## config.mk

```make
export PLATFORM = sky130hd
export DESIGN_NAME = matmul_engine_flat
export DESIGN_NICKNAME = d
export VERILOG_FILES = /design/src/rtl/matmul_if.sv /design/src/rtl/matmul_engine.sv /design/src/flat_wrapper.sv
export SDC_FILE = /design/constraint.sdc
export NUM_CORES = 2
export LEC_CHECK = 0
export BUFFER_PORTS_ARGS = -buffer_cell sky130_fd_sc_hd__buf_2
export CAP_MARGIN = 20
export CORE_MARGIN = 4
export CORE_UTILIZATION = 55
export DETAILED_ROUTE_END_ITERATION = 6
export MAX_ROUTING_LAYER = met4
export PLACE_DENSITY_LB_ADDON = 0.08
export SLEW_MARGIN = 20
export SYNTH_ARGS = -nofsm -noshare
export SYNTH_HDL_FRONTEND = slang
export SYNTH_SLANG_ARGS = --single-unit
```

## constraint.sdc

```tcl
create_clock -name clk -period 13.1 [get_ports clk]
set_input_delay 0 -clock clk [delete_from_list [all_inputs] [get_ports clk]]
set_output_delay 0 -clock clk [all_outputs]
set_load 0.005 [all_outputs]
```

## src/rtl/matmul_if.sv

```systemverilog
// Byte-wide cs/rw/comdat host bus shared by the lab accelerator peripherals.
// The host side drives the strobe and write byte; the engine returns data_out.
interface matmul_if;
   logic       cs;
   logic       rw;
   logic       comdat;
   logic [7:0] data_in;
   logic [7:0] data_out;

   modport master (
      output cs, rw, comdat, data_in,
      input  data_out
   );

   modport slave (
      input  cs, rw, comdat, data_in,
      output data_out
   );
endinterface

```

## src/rtl/matmul_engine.sv

```systemverilog
// Sequential N x N unsigned matrix multiplier with LANES parallel MACs.
// Host loads A/B through an auto-incrementing pointer, starts, polls, reads C.
module matmul_engine #(
   parameter int N     = 8,
   parameter int LANES = 4
) (
   input logic      clk,
   input logic      rst_n,
   matmul_if.slave  bus
);
   localparam int NN   = N * N;
   localparam int AW   = $clog2(2 * NN);
   localparam int ACCW = 16 + $clog2(N);
   localparam int GPR  = N / LANES;
   localparam int NG   = NN / LANES;
   localparam int KW   = $clog2(N);
   localparam int GW   = $clog2(NG);

   typedef enum logic [1:0] {
      S_IDLE,
      S_MAC,
      S_WB
   } state_e;

   state_e          state_q, state_d;
   logic [KW-1:0]   k_q, k_d;
   logic [GW-1:0]   g_q, g_d;
   logic [AW-1:0]   ptr_q, ptr_d;
   logic            done_q, done_d;
   logic            sat_q, sat_d;
   logic [7:0]      dout_q, dout_d;
   logic [ACCW-1:0] acc_q [LANES];
   logic [ACCW-1:0] acc_d [LANES];
   logic [15:0]     prod [LANES];
   logic [7:0]      wb_val [LANES];
   logic [7:0]      a_mem [NN];
   logic [7:0]      b_mem [NN];
   logic [7:0]      c_q [NN];
   logic            wb_en, st_en;
   logic            wr_dat, rd_dat, wr_cmd, rd_st;
   int              ri, cj0;

   assign wr_dat = bus.cs & ~bus.rw & ~bus.comdat;
   assign rd_dat = bus.cs &  bus.rw & ~bus.comdat;
   assign wr_cmd = bus.cs & ~bus.rw &  bus.comdat;
   assign rd_st  = bus.cs &  bus.rw &  bus.comdat;
   assign bus.data_out = dout_q;

   // Current group: one row, LANES adjacent columns.
   always_comb begin
      ri  = int'(g_q) / GPR;
      cj0 = (int'(g_q) % GPR) * LANES;
      for (int l = 0; l < LANES; l++) begin
         prod[l] = 16'(a_mem[ri*N + int'(k_q)])
                 * 16'(b_mem[int'(k_q)*N + cj0 + l]);
         if (sat_q && |acc_q[l][ACCW-1:8]) begin
            wb_val[l] = 8'hFF;
         end else begin
            wb_val[l] = acc_q[l][7:0];
         end
      end
   end

   always_comb begin
      state_d = state_q;
      k_d     = k_q;
      g_d     = g_q;
      ptr_d   = ptr_q;
      done_d  = done_q;
      sat_d   = sat_q;
      dout_d  = dout_q;
      wb_en   = 1'b0;
      st_en   = 1'b0;
      for (int l = 0; l < LANES; l++) acc_d[l] = acc_q[l];

      unique case (state_q)
         S_MAC: begin
            for (int l = 0; l < LANES; l++) begin
               acc_d[l] = (k_q == '0 ? '0 : acc_q[l])
                        + ACCW'(prod[l]);
            end
            k_d = k_q + 1'b1;
            if (k_q == KW'(N - 1)) state_d = S_WB;
         end
         S_WB: begin
            wb_en = 1'b1;
            k_d   = '0;
            if (g_q == GW'(NG - 1)) begin
               state_d = S_IDLE;
               done_d  = 1'b1;
               g_d     = '0;
            end else begin
               state_d = S_MAC;
               g_d     = g_q + 1'b1;
            end
         end
         default: ;
      endcase

      if (wr_dat) begin
         ptr_d = ptr_q + 1'b1;
         st_en = (state_q == S_IDLE);
      end
      if (rd_dat) begin
         ptr_d  = ptr_q + 1'b1;
         dout_d = ptr_q[AW-1] ? 8'h00 : c_q[ptr_q[AW-2:0]];
      end
      if (rd_st) begin
         dout_d = {state_q != S_IDLE, done_q, sat_q, 5'b0};
      end

      // CLEAR overrides a same-cycle write-back.
      if (wr_cmd) begin
         unique case (1'b1)
            !bus.data_in[7]: begin
               ptr_d = bus.data_in[AW-1:0];
            end
            bus.data_in[7:6] == 2'b10: begin
               if (state_q == S_IDLE) begin
                  state_d = S_MAC;
                  k_d     = '0;
                  g_d     = '0;
                  sat_d   = bus.data_in[0];
                  done_d  = 1'b0;
               end
            end
            bus.data_in[7:6] == 2'b11: begin
               state_d = S_IDLE;
               k_d     = '0;
               g_d     = '0;
               done_d  = 1'b0;
               ptr_d   = '0;
               wb_en   = 1'b0;
            end
         endcase
      end
   end

   always_ff @(posedge clk or negedge rst_n) begin
      if (!rst_n) begin
         state_q <= S_IDLE;
         k_q     <= '0;
         g_q     <= '0;
         ptr_q   <= '0;
         done_q  <= 1'b0;
         sat_q   <= 1'b0;
         dout_q  <= 8'h00;
         for (int l = 0; l < LANES; l++) acc_q[l] <= '0;
      end else begin
         state_q <= state_d;
         k_q     <= k_d;
         g_q     <= g_d;
         ptr_q   <= ptr_d;
         done_q  <= done_d;
         sat_q   <= sat_d;
         dout_q  <= dout_d;
         for (int l = 0; l < LANES; l++) acc_q[l] <= acc_d[l];
      end
   end

   always_ff @(posedge clk or negedge rst_n) begin
      if (!rst_n) begin
         for (int e = 0; e < NN; e++) c_q[e] <= 8'h00;
      end else if (wb_en) begin
         for (int l = 0; l < LANES; l++) begin
            c_q[ri*N + cj0 + l] <= wb_val[l];
         end
      end
   end

   // Operand storage needs no reset; contents are undefined until loaded.
   always_ff @(posedge clk) begin
      if (st_en) begin
         if (ptr_q[AW-1]) b_mem[ptr_q[AW-2:0]] <= bus.data_in;
         else             a_mem[ptr_q[AW-2:0]] <= bus.data_in;
      end
   end
endmodule

```

## src/flat_wrapper.sv

```systemverilog
// flat-port wrapper written by rule: the top's interface ports become plain ports
module matmul_engine_flat 
#(
   parameter int N     = 8,
   parameter int LANES = 4
)
  (clk, rst_n, bus_cs, bus_rw, bus_comdat, bus_data_in, bus_data_out);
  matmul_if bus_i ();
  input logic clk;
  input logic rst_n;
  input wire logic [$bits(bus_i.cs)-1:0] bus_cs;
  input wire logic [$bits(bus_i.rw)-1:0] bus_rw;
  input wire logic [$bits(bus_i.comdat)-1:0] bus_comdat;
  input wire logic [$bits(bus_i.data_in)-1:0] bus_data_in;
  output wire logic [$bits(bus_i.data_out)-1:0] bus_data_out;
  assign bus_i.cs = bus_cs;
  assign bus_i.rw = bus_rw;
  assign bus_i.comdat = bus_comdat;
  assign bus_i.data_in = bus_data_in;
  assign bus_data_out = bus_i.data_out;
  matmul_engine #(.N(N), .LANES(LANES)) u_core (.clk(clk), .rst_n(rst_n), .bus(bus_i));
endmodule
```

==> impl_metrics.json <==
{
  "top_level_i_o_count": 21,
  "unrepaired_setup_endpoints_after_global_routing": "false",
  "crit_path_start_kind": "flip-flop",
  "timing_max_transition_violations_final": 0,
  "tritoncts": "done",
  "crit_type": "flip-flop to flip-flop",
  "die-width_um": 381.3,
  "worstSetupEndpointType": "flip-flop",
  "netlist_top_cells_area": "sky130_fd_sc_hd__edfxtp_1, sky130_fd_sc_hd__dfrtp_1, sky130_fd_sc_hd__mux4_2",
  "synthesis.instances": 5582,
  "netlist-cell-type-count": 76,
  "crit_path_max_incr_delay_ps": 1060,
  "max_slew_margin_vs_limit_pct": 23.95,
  "grt_start_max_net_pins": 147,
  "startpoint": "u_core.k_q[0]$_DFF_PN0_",
  "critical_path.max_fanout": 109,
  "die_h_um": 381.3,
  "fp.coreArea_um2": 138000,
  "drv.max_cap_violation_count": 0,
  "final_estimated_routing_congestion_in_global_placement": 0.8532,
  "grt_pass1_wl_mm": 295.5,
  "vias": 45680,
  "yosys_warnings": 0,
  "cts.root.buffer_cell": "sky130_fd_sc_hd__clkbuf_16",
  "synth-main-ff-cell": "sky130_fd_sc_hd__edfxtp_1",
  "grt_pass1_vias": 46160,
  "run_status": "finished, final reports clean",
  "worst_reg_to_reg_path_cell_count": 20,
  "critPathMostFrequentCell": "sky130_fd_sc_hd__fa_1",
  "place.detailed.hpwl_mm": 118.9,
  "ctsHtreeMaxLevel": 4,
  "postSynthRegisterBits": 1638,
  "floorplan.die_area_um2": 145400,
  "reg_clk_slew_reported_paths_ps": 60,
  "cp.depth": 20,
  "max_slew.worst_pin.slew_ps": 1136,
  "timing.fmax_ghz": 0.1195,
  "synth.net_count": 5970,
  "cts-root-to-sink-buffers": 3,
  "timing.reg2reg.setup_slack_ps": 4740,
  "design.final.nets": 5945,
  "drt_pass1_iterations": 6,
  "final_antenna_net_count": 0,
  "synth-edff-count": 1024,
  "critical_path.cell_chain": "buf_12, buf_12, mux4_2, mux2_2, o21ai_1, or2_1, fa_1, fa_1, inv_1, fa_1, inv_1, fa_1, inv_1, ha_1, and4_1, o41ai_1, o21ai_0, a31oi_1, nor3_1, or3_1",
  "avgRoutedWirePerCell_um": 25.57,
  "timing.critical_path.slowest_stage_cell": "sky130_fd_sc_hd__dfrtp_4",
  "timing.critical_path.max_delay_family": "adder cells",
  "cts_buffers": 166,
  "critical_path_buf_inv_count": 5,
  "post_drt_via_cell_ratio": 6.046,
  "clk-insertion-delay-late_ps": 800,
  "critPathCapture": "u_core.acc_q[18]$_DFFE_PN0P_",
  "timing.final.crit_period_ps": 8365,
  "report.final.setup_viol": 0,
  "initialDrtViolationCount": 4003,
  "hold_violations": 0,
  "final_layout_size_suffix_gt1_share_pct": 16.39,
  "grt_antenna_before_repair": 3,
  "dp.cells": 7234,
  "synthArstFlopShare_pct": 37.48,
  "worst_hold_path_type": "input pin to flip-flop",
  "antenna_cells_inserted": 0,
  "detail_route.drc_violations": 0,
  "final_cells": 7555,
  "routed_wirelength_mm": 193.2,
  "critical_path.reg2reg.endpoint": "u_core.acc_q[18]$_DFFE_PN0P_",
  "grt.overflow.total": 0,
  "critPathRequiredTime_ps": 13760,
  "floorplan.initialDensity_pct": 55.53,
  "worst_r2r_startpoint": "u_core.k_q[0]$_DFF_PN0_",
  "share_of_the_synthesized_area_in_the_top_cell_type_pct": 40.13,
  "flow.area_growth_from_synthesis_pct": 10.18,
  "numClockSinks": 1638,
  "syn-cell-area_um2": 76630,
  "min_period_over_period_pct": 63.85,
  "postSynthAreaPerCell_um2": 13.73,
  "clock_skew_ps": 39.49,
  "io_buffers": 20,
  "synth_sequential_area_ratio_pct": 60.18,
  "placementRows": 136,
  "grt_usage_pct": 27.81,
  "arrival_time_reported_for_the_critical_path_endpoint_ps": 9030,
  "synth_top_cell_by_area": "sky130_fd_sc_hd__edfxtp_1",
  "post_route_setup_tns_ps": 0
}
[per-stage QoR]
stage	utilization [%]	instance area (µm²)	setup WS, ps	hold slack (ps)
5_1_grt	61.18	84430	4145	179.9
2_1_floorplan	-	76630	6129	-295.6
6_report	61.18	84430	4735	200.0
4_1_cts	61.17	84410	4592	145.4
3_5_place_dp	57.09	78780	4625	130.1
3_3_place_gp	57.07	78760	4636	123.3
[cell families (layout without fill, tap and decap cells)]
| logic type | Yosys count | count (layout) | share of synthesized area (%) |
|---|---|---|---|
| buffers and inverters | 687 | 797 | 3.584 |
| XOR/XNOR | 50 | 50 | 0.5715 |
| multiplexers | 533 | 533 | 12.71 |
| adder cells (fa/ha/maj) | 375 | 375 | 8.082 |
| AO/OA/AOI/OAI | 949 | 949 | 7.380 |
| flip-flops | 1638 | 1638 | 60.18 |
| AND/OR/NAND/NOR | 1350 | 1350 | 7.496 |
[flip-flops by register name, summed over array words and instances (netlist names)]
signal               count
u_core.a_mem           512
u_core.acc_q            76
u_core.b_mem           512
u_core.bus.data_out      8
u_core.c_q             512
u_core.done_q            1
u_core.g_q               4
u_core.k_q               3
u_core.ptr_q             7
u_core.sat_q             1
u_core.state_q           2
[worst register-to-register path: cells and delay by family (launching register included)]
family                     cells  cell delay, ps
buffers and inverters          5            1460
DFF                            1            1060
muxes                          2             840
and+or+nand+nor                4             860
adders and majority gates      5            2300
AOI/OAI and AO/OA              4            1710
[routing by layer]
metal	up-vias	global-route usage (%)	routed length (µm)
li1	20130	-	-
met1	23670	38.79	82710
met2	1560	43.48	92970
met3	311	4.003	12160
met4	0	7.737	5338
met5	-	-	0
[cell usage after synthesis (all sizes together) (74+ instances only)]
cell type,n
nand2,563
inv,347
mux4,340
fa,200
dfrtp,614
clkbuf,228
buf,112
mux2i,74
ha,175
nor2,512
mux2,119
o21ai,475
edfxtp,1024
a21oi,201
[worst min-delay path by stage]
stage                              start                             to  cells after the start
final                     bus_data_in[7]  u_core.a_mem[42][7]$_DFFE_PP_                      2
after global routing      bus_data_in[7]  u_core.a_mem[35][7]$_DFFE_PP_                      2
after CTS                 bus_data_in[7]  u_core.a_mem[42][7]$_DFFE_PP_                      2
after detailed placement           rst_n    u_core.c_q[300]$_DFFE_PN0P_                      1
after global placement             rst_n    u_core.c_q[300]$_DFFE_PN0P_                      1
after floorplan                    rst_n    u_core.acc_q[0]$_DFFE_PN0P_                      0
[what timing repair did]
| item | CTS | global route |
|---|---|---|
| endpoints found under the hold margin | 569 | 0 |
| gates resized for setup | 0 | 0 |
| buffers inserted | 0 | 0 |
| hold buffers | 17 | 0 |
[layout make-up]
cell class,count,area [µm²]
well taps,1863,2331
inverters,347,1304
multi-input cells,3257,28000
repair buffers,147,1210
clock inverters,88,893.4
flip-flops and latches,1638,46140
fillers,10620,53570
clock buffers,215,4549
[layout by cell type, fill, tap and decap left out, types with 31 or more instances in the layout]
cell / instances
sky130_fd_sc_hd__fa_1: 200
sky130_fd_sc_hd__a22oi_1: 31
sky130_fd_sc_hd__nand2b_1: 62
sky130_fd_sc_hd__mux2i_1: 74
sky130_fd_sc_hd__a221oi_1: 59
sky130_fd_sc_hd__buf_4: 112
sky130_fd_sc_hd__edfxtp_1: 1024
sky130_fd_sc_hd__clkinv_2: 33
sky130_fd_sc_hd__mux2_2: 119
sky130_fd_sc_hd__a21oi_1: 201
sky130_fd_sc_hd__inv_1: 343
sky130_fd_sc_hd__ha_1: 174
sky130_fd_sc_hd__nor2_1: 492
sky130_fd_sc_hd__mux4_2: 340
sky130_fd_sc_hd__and2_1: 41
sky130_fd_sc_hd__clkbuf_16: 167
sky130_fd_sc_hd__o21ai_0: 451
sky130_fd_sc_hd__nand2_1: 550
sky130_fd_sc_hd__dfrtp_1: 607
Power is not shown: default switching activity piles up to over one toggle a cycle in this logic, so the estimate is an artifact.
